## src/rtl/sqrt_share_ctrl.sv

```systemverilog
// Round-robin controller sharing one iterative square-root unit among NUM_REQ lanes.
// One operation in flight; results return to the issuing lane; hung units time out.
module sqrt_share_ctrl #(
   parameter int unsigned NUM_REQ        = 4,
   parameter int unsigned DATA_W         = 32,
   parameter int unsigned TIMEOUT_CYCLES = 64
) (
   input  logic                      clk,
   input  logic                      rstn,
   input  logic [NUM_REQ-1:0]        req_valid,
   input  logic [NUM_REQ*DATA_W-1:0] req_data,
   output logic [NUM_REQ-1:0]        req_ready,
   output logic [NUM_REQ-1:0]        rsp_valid,
   output logic [DATA_W-1:0]         rsp_data,
   input  logic [NUM_REQ-1:0]        rsp_ready,
   output logic [DATA_W-1:0]         sqrt_in,
   output logic                      sqrt_start,
   input  logic [DATA_W-1:0]         sqrt_result,
   input  logic                      sqrt_done,
   input  logic                      sqrt_available,
   output logic [2:0]                grant_id,
   output logic                      busy,
   output logic                      err_timeout
);

   localparam int unsigned IdxW = $clog2(NUM_REQ);
   localparam int unsigned CntW = $clog2(TIMEOUT_CYCLES + 1);
   localparam logic [CntW-1:0] CntMax  = CntW'(TIMEOUT_CYCLES - 1);
   localparam logic [IdxW-1:0] LastIdx = IdxW'(NUM_REQ - 1);

   typedef enum logic [1:0] {StIdle, StIssue, StWait, StResp} state_e;

   state_e            state_q, state_d;
   logic [IdxW-1:0]   rr_ptr_q, rr_ptr_d;
   logic [IdxW-1:0]   grant_q, grant_d;
   logic [DATA_W-1:0] sqrt_in_q, sqrt_in_d;
   logic [DATA_W-1:0] rsp_data_q, rsp_data_d;
   logic [CntW-1:0]   cnt_q, cnt_d;
   logic              err_q, err_d;

   logic              win_found;
   logic [IdxW-1:0]   win_idx;
   logic [IdxW-1:0]   cand;
   logic [DATA_W-1:0] lane_data [NUM_REQ];

   for (genvar g = 0; g < NUM_REQ; g++) begin : g_lane
      assign lane_data[g] = req_data[g*DATA_W +: DATA_W];
   end

   // First requesting lane at or after rr_ptr, wrapping.
   always_comb begin
      win_found = 1'b0;
      win_idx   = '0;
      cand      = '0;
      for (int unsigned i = 0; i < NUM_REQ; i++) begin
         cand = IdxW'((32'(rr_ptr_q) + i) % NUM_REQ);
         if (!win_found && req_valid[cand]) begin
            win_found = 1'b1;
            win_idx   = cand;
         end
      end
   end

   always_comb begin
      state_d    = state_q;
      rr_ptr_d   = rr_ptr_q;
      grant_d    = grant_q;
      sqrt_in_d  = sqrt_in_q;
      rsp_data_d = rsp_data_q;
      cnt_d      = cnt_q;
      err_d      = err_q;
      req_ready  = '0;
      rsp_valid  = '0;
      unique case (state_q)
         StIdle: begin
            if (sqrt_available && win_found) begin
               req_ready[win_idx] = 1'b1;
               sqrt_in_d          = lane_data[win_idx];
               grant_d            = win_idx;
               state_d            = StIssue;
            end
         end
         StIssue: begin
            cnt_d   = '0;
            state_d = StWait;
         end
         StWait: begin
            cnt_d = cnt_q + CntW'(1);
            // A completion on the limit cycle takes priority over the timeout.
            if (sqrt_done) begin
               rsp_data_d = sqrt_result;
               state_d    = StResp;
            end else if (cnt_q == CntMax) begin
               rsp_data_d = '1;
               err_d      = 1'b1;
               state_d    = StResp;
            end
         end
         StResp: begin
            rsp_valid[grant_q] = 1'b1;
            if (rsp_ready[grant_q]) begin
               rr_ptr_d = (grant_q == LastIdx) ? '0 : grant_q + IdxW'(1);
               state_d  = StIdle;
            end
         end
         default: state_d = StIdle;
      endcase
   end

   always_ff @(posedge clk) begin
      if (!rstn) begin
         state_q    <= StIdle;
         rr_ptr_q   <= '0;
         grant_q    <= '0;
         sqrt_in_q  <= '0;
         rsp_data_q <= '0;
         cnt_q      <= '0;
         err_q      <= 1'b0;
      end else begin
         state_q    <= state_d;
         rr_ptr_q   <= rr_ptr_d;
         grant_q    <= grant_d;
         sqrt_in_q  <= sqrt_in_d;
         rsp_data_q <= rsp_data_d;
         cnt_q      <= cnt_d;
         err_q      <= err_d;
      end
   end

   assign sqrt_in     = sqrt_in_q;
   assign rsp_data    = rsp_data_q;
   assign sqrt_start  = (state_q == StIssue);
   assign busy        = (state_q != StIdle);
   assign grant_id    = 3'(grant_q);
   assign err_timeout = err_q;

endmodule

```

## config.mk

```make
export PLATFORM = sky130hd
export DESIGN_NAME = sqrt_share_ctrl
export DESIGN_NICKNAME = d
export VERILOG_FILES = /design/src/rtl/sqrt_share_ctrl.sv
export SDC_FILE = /design/constraint.sdc
export NUM_CORES = 1
export LEC_CHECK = 0
export ABC_AREA = 0
export CAP_MARGIN = 15
export CORE_ASPECT_RATIO = 1.5
export CORE_MARGIN = 1
export CORE_UTILIZATION = 35
export DETAILED_ROUTE_END_ITERATION = 12
export PLACE_DENSITY = 0.88
export SYNTH_ARGS = -nofsm -noshare
export SYNTH_HDL_FRONTEND = slang
export SYNTH_SLANG_ARGS = --single-unit
```

## constraint.sdc

```tcl
create_clock -name clk -period 1.85 [get_ports clk]
set_input_delay 0.4625 -clock clk [delete_from_list [all_inputs] [get_ports clk]]
set_output_delay 0.4625 -clock clk [all_outputs]
set_load 0.03 [all_outputs]
```

# Word-level counts from Yosys, hierarchy flattened
# Index checks and enable logic that the tools add are counted.
# classes
reduce_logical	18
n_div	0
bitwise	2
n_mux	37
n_shift	0
n_mul	0
n_eq_ne	8
n_addsub	5
magnitude_cmp	9
# op_table
op	n
$mux 32	4
$bmux 32 s2	1
$lt 2x3->1 const B	6
$mux 2	9
$pmux 7 s2	1
$mux 4	3
$mux 1	11
$bmux 1 s2	5
$pmux 2 s4	1
$add 7x1->7 const B	1
$eq 7x6->1 const B	1
$eq 2x2->1 const B	3
$logic_and 1x1->1	6
$reduce_and 2->1	3
$reduce_and 3->1	2
$reduce_bool 2->1	3
$add 2x1->2 const B	2
$add 2x2->2 const B	2
$demux 1 s2	2
$ge 2x1->1 const B	2
$ne 2x2->1 const B	2
$ge 3x3->1 const B	1
$logic_not 1->1	3
$ne 3x3->1 const B	1
other kinds (4)	4
# totals
elab_cells	86
romBits	0
ram_bits	0
mem_count	0
latchBits	0
reg_bits	78

# Logic depth before layout (Yosys ltp)
# Gate-level depths: netlist (run 1).
# depth
ltp_word	18
depth_mapped	8
mapped_depth_nobuf	7

# Worst setup path after synthesis (run 1)
# Ideal clock, no wire load.
# synth_timing
path_kind	in2out
from	in req_valid[0]
to	out req_ready[2]
path_stages	6
n_path_buf	2
t_arrival_ns	1.825
required_time_ns	1.387
slack_ns	-0.437
path_cell_list	a21oi_1 > o21a_1 > o22ai_1 > buf_2 > buf_2 > nor3_1
# synth_via
elab_chain_len	18
# synth_rtl
element	line	source
start: declaration	10	input logic [NUM_REQ-1:0] req_valid,
$bmux 1 s2	57	if (!win_found && req_valid[cand]) begin
$mux 1 (not written as such)	57	
$mux 1	57	
$logic_not 1->1	57	
$logic_and 1x1->1	57	
$mux 1	57	
$logic_not 1->1	57	
$logic_and 1x1->1	57	
[... 2 more ...]	n/a	
$logic_and 1x1->1	57	
$mux 2	57	
$lt 2x3->1 (not written as such) or $ge 2x1->1 (tied branches)	77	req_ready[win_idx] = 1'b1;
$logic_and 1x1->1 (not written as such)	77	
$mux 1 (not written as such)	77	
$demux 1 s2	77	
$mux 4 *	76	if (sqrt_available && win_found) begin
$mux 4 *	74	unique case (state_q)
end: declaration	12	output logic [NUM_REQ-1:0] req_ready,
# Mark *: on every way between the ends. The rest lies on a longest branch, timed or not. The select of a mux whose other input is x is not followed.

# Worst setup path after layout (run 1)
# layout_timing
from	in req_valid[1]
to	out req_ready[1]
# Same word-level chain as after synthesis.

==> results of run 1 <==
[power groups by stage]
stage | combinational [mW] | clock (mW) | sequential [mW]
after detailed placement | 3.16 | 0 | 2.20
after floorplan | 1.33 | 0 | 2.68
after global placement | 3.09 | 0 | 2.18
after global routing | 3.49 | 2.06 | 2.20
final | 3.30 | 1.95 | 2.16
after CTS | 3.17 | 2.00 | 2.16
[layout make-up]
| class | instances | area [µm²] | area share |
|---|---|---|---|
| clock inverter | 6 | 93.8 | 0.0118 |
| multi-input combinational | 311 | 2840 | 0.357 |
| sequential | 78 | 1570 | 0.197 |
| clock buffer | 10 | 239 | 0.0301 |
| timing repair buffer | 289 | 2980 | 0.375 |
| inverter | 8 | 30.0 | 0.00378 |
| tap | 153 | 191 | 0.0241 |
[layer usage]
layer | vias up | wire (µm) | global-route usage
met5 | - | 0 | 0
met4 | 0 | 471 | 0.112
met3 | 38 | 1600 | 0.0689
met2 | 265 | 8560 | 0.449
met1 | 2287 | 5760 | 0.228
li1 | 2240 | - | -
[through the flow]
step	utilization	setup TNS (ns)
3_5_place_dp	0.594	-21.84
5_1_grt	0.654	-1.53
6_report	0.654	-0.819
3_3_place_gp	0.594	-20.07
4_1_cts	0.626	-0.982
2_1_floorplan	-	-0.0519
[timing repair]
item | 4_1_cts | 5_1_grt
cloned | 0 | 1
buffers inserted | 5 | 3
resized for setup | 38 | 72
pin swaps | 10 | 17
setup endpoints to repair | 49 | 63
hold buffers | 0 | 0
[placed cells by master, fill, tap and decap left out, drive strengths merged, types with 2 or more instances in the layout]
cell,synthesis,final
dlygate4sd2,0,9
or3,3,3
o31ai,32,32
a211o,32,32
a21boi,2,2
ha,9,9
nand2,44,44
o21ai,4,4
bufinv,0,2
nor3,3,3
o221a,32,32
mux2i,36,36
inv,8,9
o21a,3,3
and3,3,3
clkinv,0,2
clkdlybuf4s50,0,197
xor2,3,3
a21o,2,2
nand4,34,34
buf,37,53
or2,2,2
dfxtp,78,78
o211ai,32,32
nand2b,2,2
dlymetal6s2s,0,28
a21oi,5,5
nor2,9,9
clkbuf,14,12
and2,7,7
nand3,3,3
[sequential cells by signal, summed over array words and instances, names as in the netlist]
register	cells
grant_q	2
state_q	2
rsp_data	32
err_timeout	1
cnt_q	7
sqrt_in	32
rr_ptr_q	2
[cell families after synthesis]
logic type      count (synthesis)  synth area share
fa+ha+maj                       9            0.0255
other cells                     1          0.000848
flops                          78             0.353
buf+inv                        59            0.0730
mux                            37            0.0865
simple gates                  113             0.137
compound gates                147             0.316
xor+xnor                        4           0.00792
[worst min path at each step]
stage | from | end | slack, ns | cells after the start
detailed placement | err_timeout | err_timeout | 0.46 | 1
floorplan | cnt_q[6] | cnt_q[6] | 0.45 | 2
CTS | sqrt_in[18] | sqrt_in[18] | 0.48 | 2
global route | sqrt_in[5] | sqrt_in[5] | 0.50 | 2
global placement | sqrt_in[9] | sqrt_in[9] | 0.45 | 2
finish | err_timeout | err_timeout | 0.47 | 1
==> impl_metrics.toml, run 1 <==
[setup_path]
r2r-start = "rr_ptr_q[1]"
cp-startpoint = "req_valid[1]"
path_cells = "buf_6 > or4_4 > and3_4 > and3_4 > buf_6"
end_kind = "output port"
slowest_stage = "or4_4"
critical_path_required_ns = 1.39
arrival_ns = 1.61
max_stage_delay_ns = 0.53
r2r-end = "sqrt_in[20]"
cp-start-kind = "input pin"
cp.depth = 5
critPathMaxFanout = 4
crit_type = "in2out"
critical_path.top_delay_family = "simple AND/OR/NAND/NOR gates"
reg2reg_slack_ns = 0.02
critPathCapture = "req_ready[1]"
path_buf_inv = 2
rr_worst_depth = 8

[clock_tree]
cts-root-buf = "clkbuf_16"
cts.sinks = 78
cts_buffers = 9
clk_pin_slew_ns = 0.06
ctsLongestPathBuffers = 2
htreeDepth = 3
cts_tree = "done"
clk_latency_ns = 0.33

[detailed_routing]
drt_iter0_drc = 141
viasPerCell = 5.65
wirelength_um = 16400
vias = 4830
dr.pass1.iters = 5
drtAntennaViolNets = 0
wl_per_cell_um = 19.2
route.detailed.drc = 0

[timing]
period_share = 1.12
finalHoldViolCount = 0
skew_ns = 0.00599
fin_ws_ns = -0.225
finalSetupViolations = 4
holdWs_ns = 0.470
fmax_mhz = 482
slew_violations = 0
rsz0062_at_grt = "yes"
fin_crit_ns = 2.08

[pwr]
pwr-share-clk = 0.264
irDropWorstVdd_uv = 770
p_int_mw = 4.76
pwr-share-seq = 0.292
switching_share = 0.358
combPwrFrac = 0.445
p_leak_nw = 3.54
powerDensity_mw_per_mm2 = 933
finalPower_mw = 7.41
net-switching-power_mw = 2.65

[final_layout]
antenna_cells = 0
fillers = 902
layout-drive-gt1-share = 0.262
area_growth_pct = 79.5
fin_area_mm2 = 0.00794
finalNetCount = 878
final_cells = 855

[synthesis]
ys_types = 46
ys_seq_area_frac = 0.353
synth_area_mm2 = 0.00442
synth_flop_cell = "dfxtp_1"
netlist_top_cells_area = "dfxtp_1, o211ai_2, mux2i_1"
synth_edf_count = 0
syn_area_per_cell_um2 = 9.88
synth_common_cells = "dfxtp_1, nand2_1, mux2i_1"
yosysWarningCount = 0
yosysMostFrequentCell = "dfxtp_1"
async_flop_share = 0
synth_top_area_share = 0.353
synthesis.nets = 629
ys_ff_latch = 78
synthCells = 448
yosysTopAreaCell = "dfxtp_1"

[die]
dieArea_mm2 = 0.0131
initial_core_util = 0.364
core_area_mm2 = 0.0121
design.portCount = 250
rows = 49
die_h_um = 140
die_w_um = 93.8

[placement]
place.gp.congestion = 0.782
placed_area_mm2 = 0.00721
portBuffers = 248
post-dp-hpwl_um = 11700
pre_cts_ws_ns = -0.615
place_inst = 830

[run]
drv_cap = 0

[run_status]
violations = "negative setup slack"
status = "finished with violations"

[global_routing]
antenna_found_initial = 0
grt_overflow_total = 0
first_global_vias = 5082
grtUsageTotal = 0.237
grt_max_degree = 33
grt_pass1_wl_um = 24400

[hold_path]
hp-class = "reg2reg"
(Power assumes the default switching activity.)
==> inputs of run 2 (changes only) <==
--- a/config.mk
+++ b/config.mk
@@ -9,9 +9,9 @@
 export CAP_MARGIN = 15
 export CORE_ASPECT_RATIO = 1.5
 export CORE_MARGIN = 1
-export CORE_UTILIZATION = 35
+export CORE_UTILIZATION = 42
 export DETAILED_ROUTE_END_ITERATION = 12
-export PLACE_DENSITY = 0.88
+export PLACE_DENSITY = 0.95
 export SYNTH_ARGS = -nofsm -noshare
 export SYNTH_HDL_FRONTEND = slang
 export SYNTH_SLANG_ARGS = --single-unit
==> constraint.sdc (replaced) <==
create_clock -name clk -period 2.4 [get_ports clk]
set_input_delay 0.6 -clock clk [delete_from_list [all_inputs] [get_ports clk]]
set_output_delay 0.6 -clock clk [all_outputs]
set_load 0.03 [all_outputs]
==> impl_metrics.toml, run 2 (synthesized netlist as in run 1, its figures left out) <==
[clock_tree]
cts-root-buf = "clkbuf_16"
cts_hold_buf = 0
cts_buffers = 9
cts.sinks = 78
clk_pin_slew_ns = 0.06
cts_tree = "done"
clk_latency_ns = 0.33
ctsLongestPathBuffers = 2
htreeDepth = 3

[final_layout]
antenna_cells = 0
final_cell_mix = "clkdlybuf4s50_1, dfxtp_1, nand2_1"
final_util = 0.739
fillers = 710
layout-drive-gt1-share = 0.195
area_growth_pct = 70.2
finalNetCount = 872
fin_area_mm2 = 0.00753
final_common_cell = "clkdlybuf4s50_1"
final_cells = 837

[hold_path]
hp-class = "reg2reg"
holdPathEnd = "err_timeout"
min_from = "err_timeout"
hold_depth = 1

[placement]
place_inst = 815
portBuffers = 248
placed_area_mm2 = 0.00710
place.gp.congestion = 0.826
post-dp-hpwl_um = 11400
pre_cts_ws_ns = -0.851

[global_routing]
grt_max_degree = 33
grt_overflow_total = 0
grt_pass1_wl_um = 24900
first_global_vias = 5025
antenna_found_initial = 0
grtUsageTotal = 0.290

[timing]
fmax_mhz = 417
finalHoldViolCount = 0
rsz0062_at_grt = "yes"
fin_ws_ns = 0.00341
tns_ns = 0
skew_ns = 0.00880
slew_violations = 0
fin_crit_ns = 2.40
holdWs_ns = 0.474
finalSetupViolations = 0
period_share = 0.999

[run]
drv_cap = 0

[setup_path]
reg2reg_slack_ns = 0.46
arrival_ns = 1.80
critical_path_required_ns = 1.80
cp-start-kind = "input pin"
rr_worst_depth = 9
critPathMaxFanout = 3
r2r-start = "rr_ptr_q[1]"
crit_type = "in2out"
r2r-end = "sqrt_in[13]"
end_kind = "output port"

[pwr]
finalPower_mw = 5.61
p_leak_nw = 2.98
powerDensity_mw_per_mm2 = 745
irDropWorstVdd_uv = 632

[detailed_routing]
drt_iter0_drc = 211
drtAntennaViolNets = 0
vias = 4793
wirelength_um = 15900
viasPerCell = 5.73
dr.pass1.iters = 5
wl_per_cell_um = 19.1
route.detailed.drc = 0

[die]
core_area_mm2 = 0.0102
die_w_um = 85.8
design.portCount = 250
dieArea_mm2 = 0.0110
die_h_um = 128
initial_core_util = 0.434
rows = 45

[run_status]
status = "finished clean"
run 2: cell types whose count changed in the layout (fill, tap and decap cells not counted), sizes merged:
cell,delta
clkdlybuf4s50,+38
dlymetal6s2s,-28
buf,-11
dlygate4sd2,-4
bufbuf,+1
clkbuf,-1
clkinvlp,-1
run 2: where the power goes:
| group | internal, mW | total (mW) | switching [mW] |
|---|---|---|---|
| Clock | 0.916 | 1.46 | 0.545 |
| Sequential | 1.53 | 1.67 | 0.147 |
| Combinational | 1.18 | 2.48 | 1.30 |
| Total | 3.62 | 5.61 | 1.99 |
run 2: how the worst max path moves through the flow:
stage	startpoint	endpoint	slack, ns	depth (start not counted)
3_5_place_dp	req_valid[0]	req_ready[1]	-0.85	5
4_1_cts	req_valid[0]	req_ready[0]	-0.001	6
3_3_place_gp	req_valid[0]	req_ready[1]	-0.83	5
5_1_grt	req_valid[3]	req_ready[0]	-0.01	6
2_1_floorplan	req_valid[2]	req_ready[3]	-0.03	6
6_report	req_valid[3]	req_ready[0]	0.003	6
run 2: cell type report:
cell class / count / area, µm² / area share
Clock inverter: 5 / 82.6 / 0.0110
Inverter: 8 / 30.0 / 0.00399
Sequential cell: 78 / 1560 / 0.208
Clock buffer: 11 / 233 / 0.0309
Timing Repair Buffer: 283 / 2850 / 0.379
Multi-Input combinational cell: 311 / 2590 / 0.344
Tap cell: 141 / 176 / 0.0234
run 2: what timing repair did:
item	4_1_cts	5_1_grt
resized for setup	42	2
gates cloned	1	0
setup buffers	5	0
endpoints found under the hold margin	0	0
setup endpoints to repair	9	3
pin swaps	5	5
run 2: per-layer routing:
metal | global-route usage | part of all wire
met1 | 0.297 | 0.36
met2 | 0.536 | 0.52
met3 | 0.0766 | 0.088
met4 | 0.143 | 0.030
met5 | 0 | 0
run 2: critical path: stages:
cell and delay, ns:
buf_8 0.10, or4_4 0.54, and3_4 0.17, buf_6 0.12, and3_4 0.14, buf_6 0.13
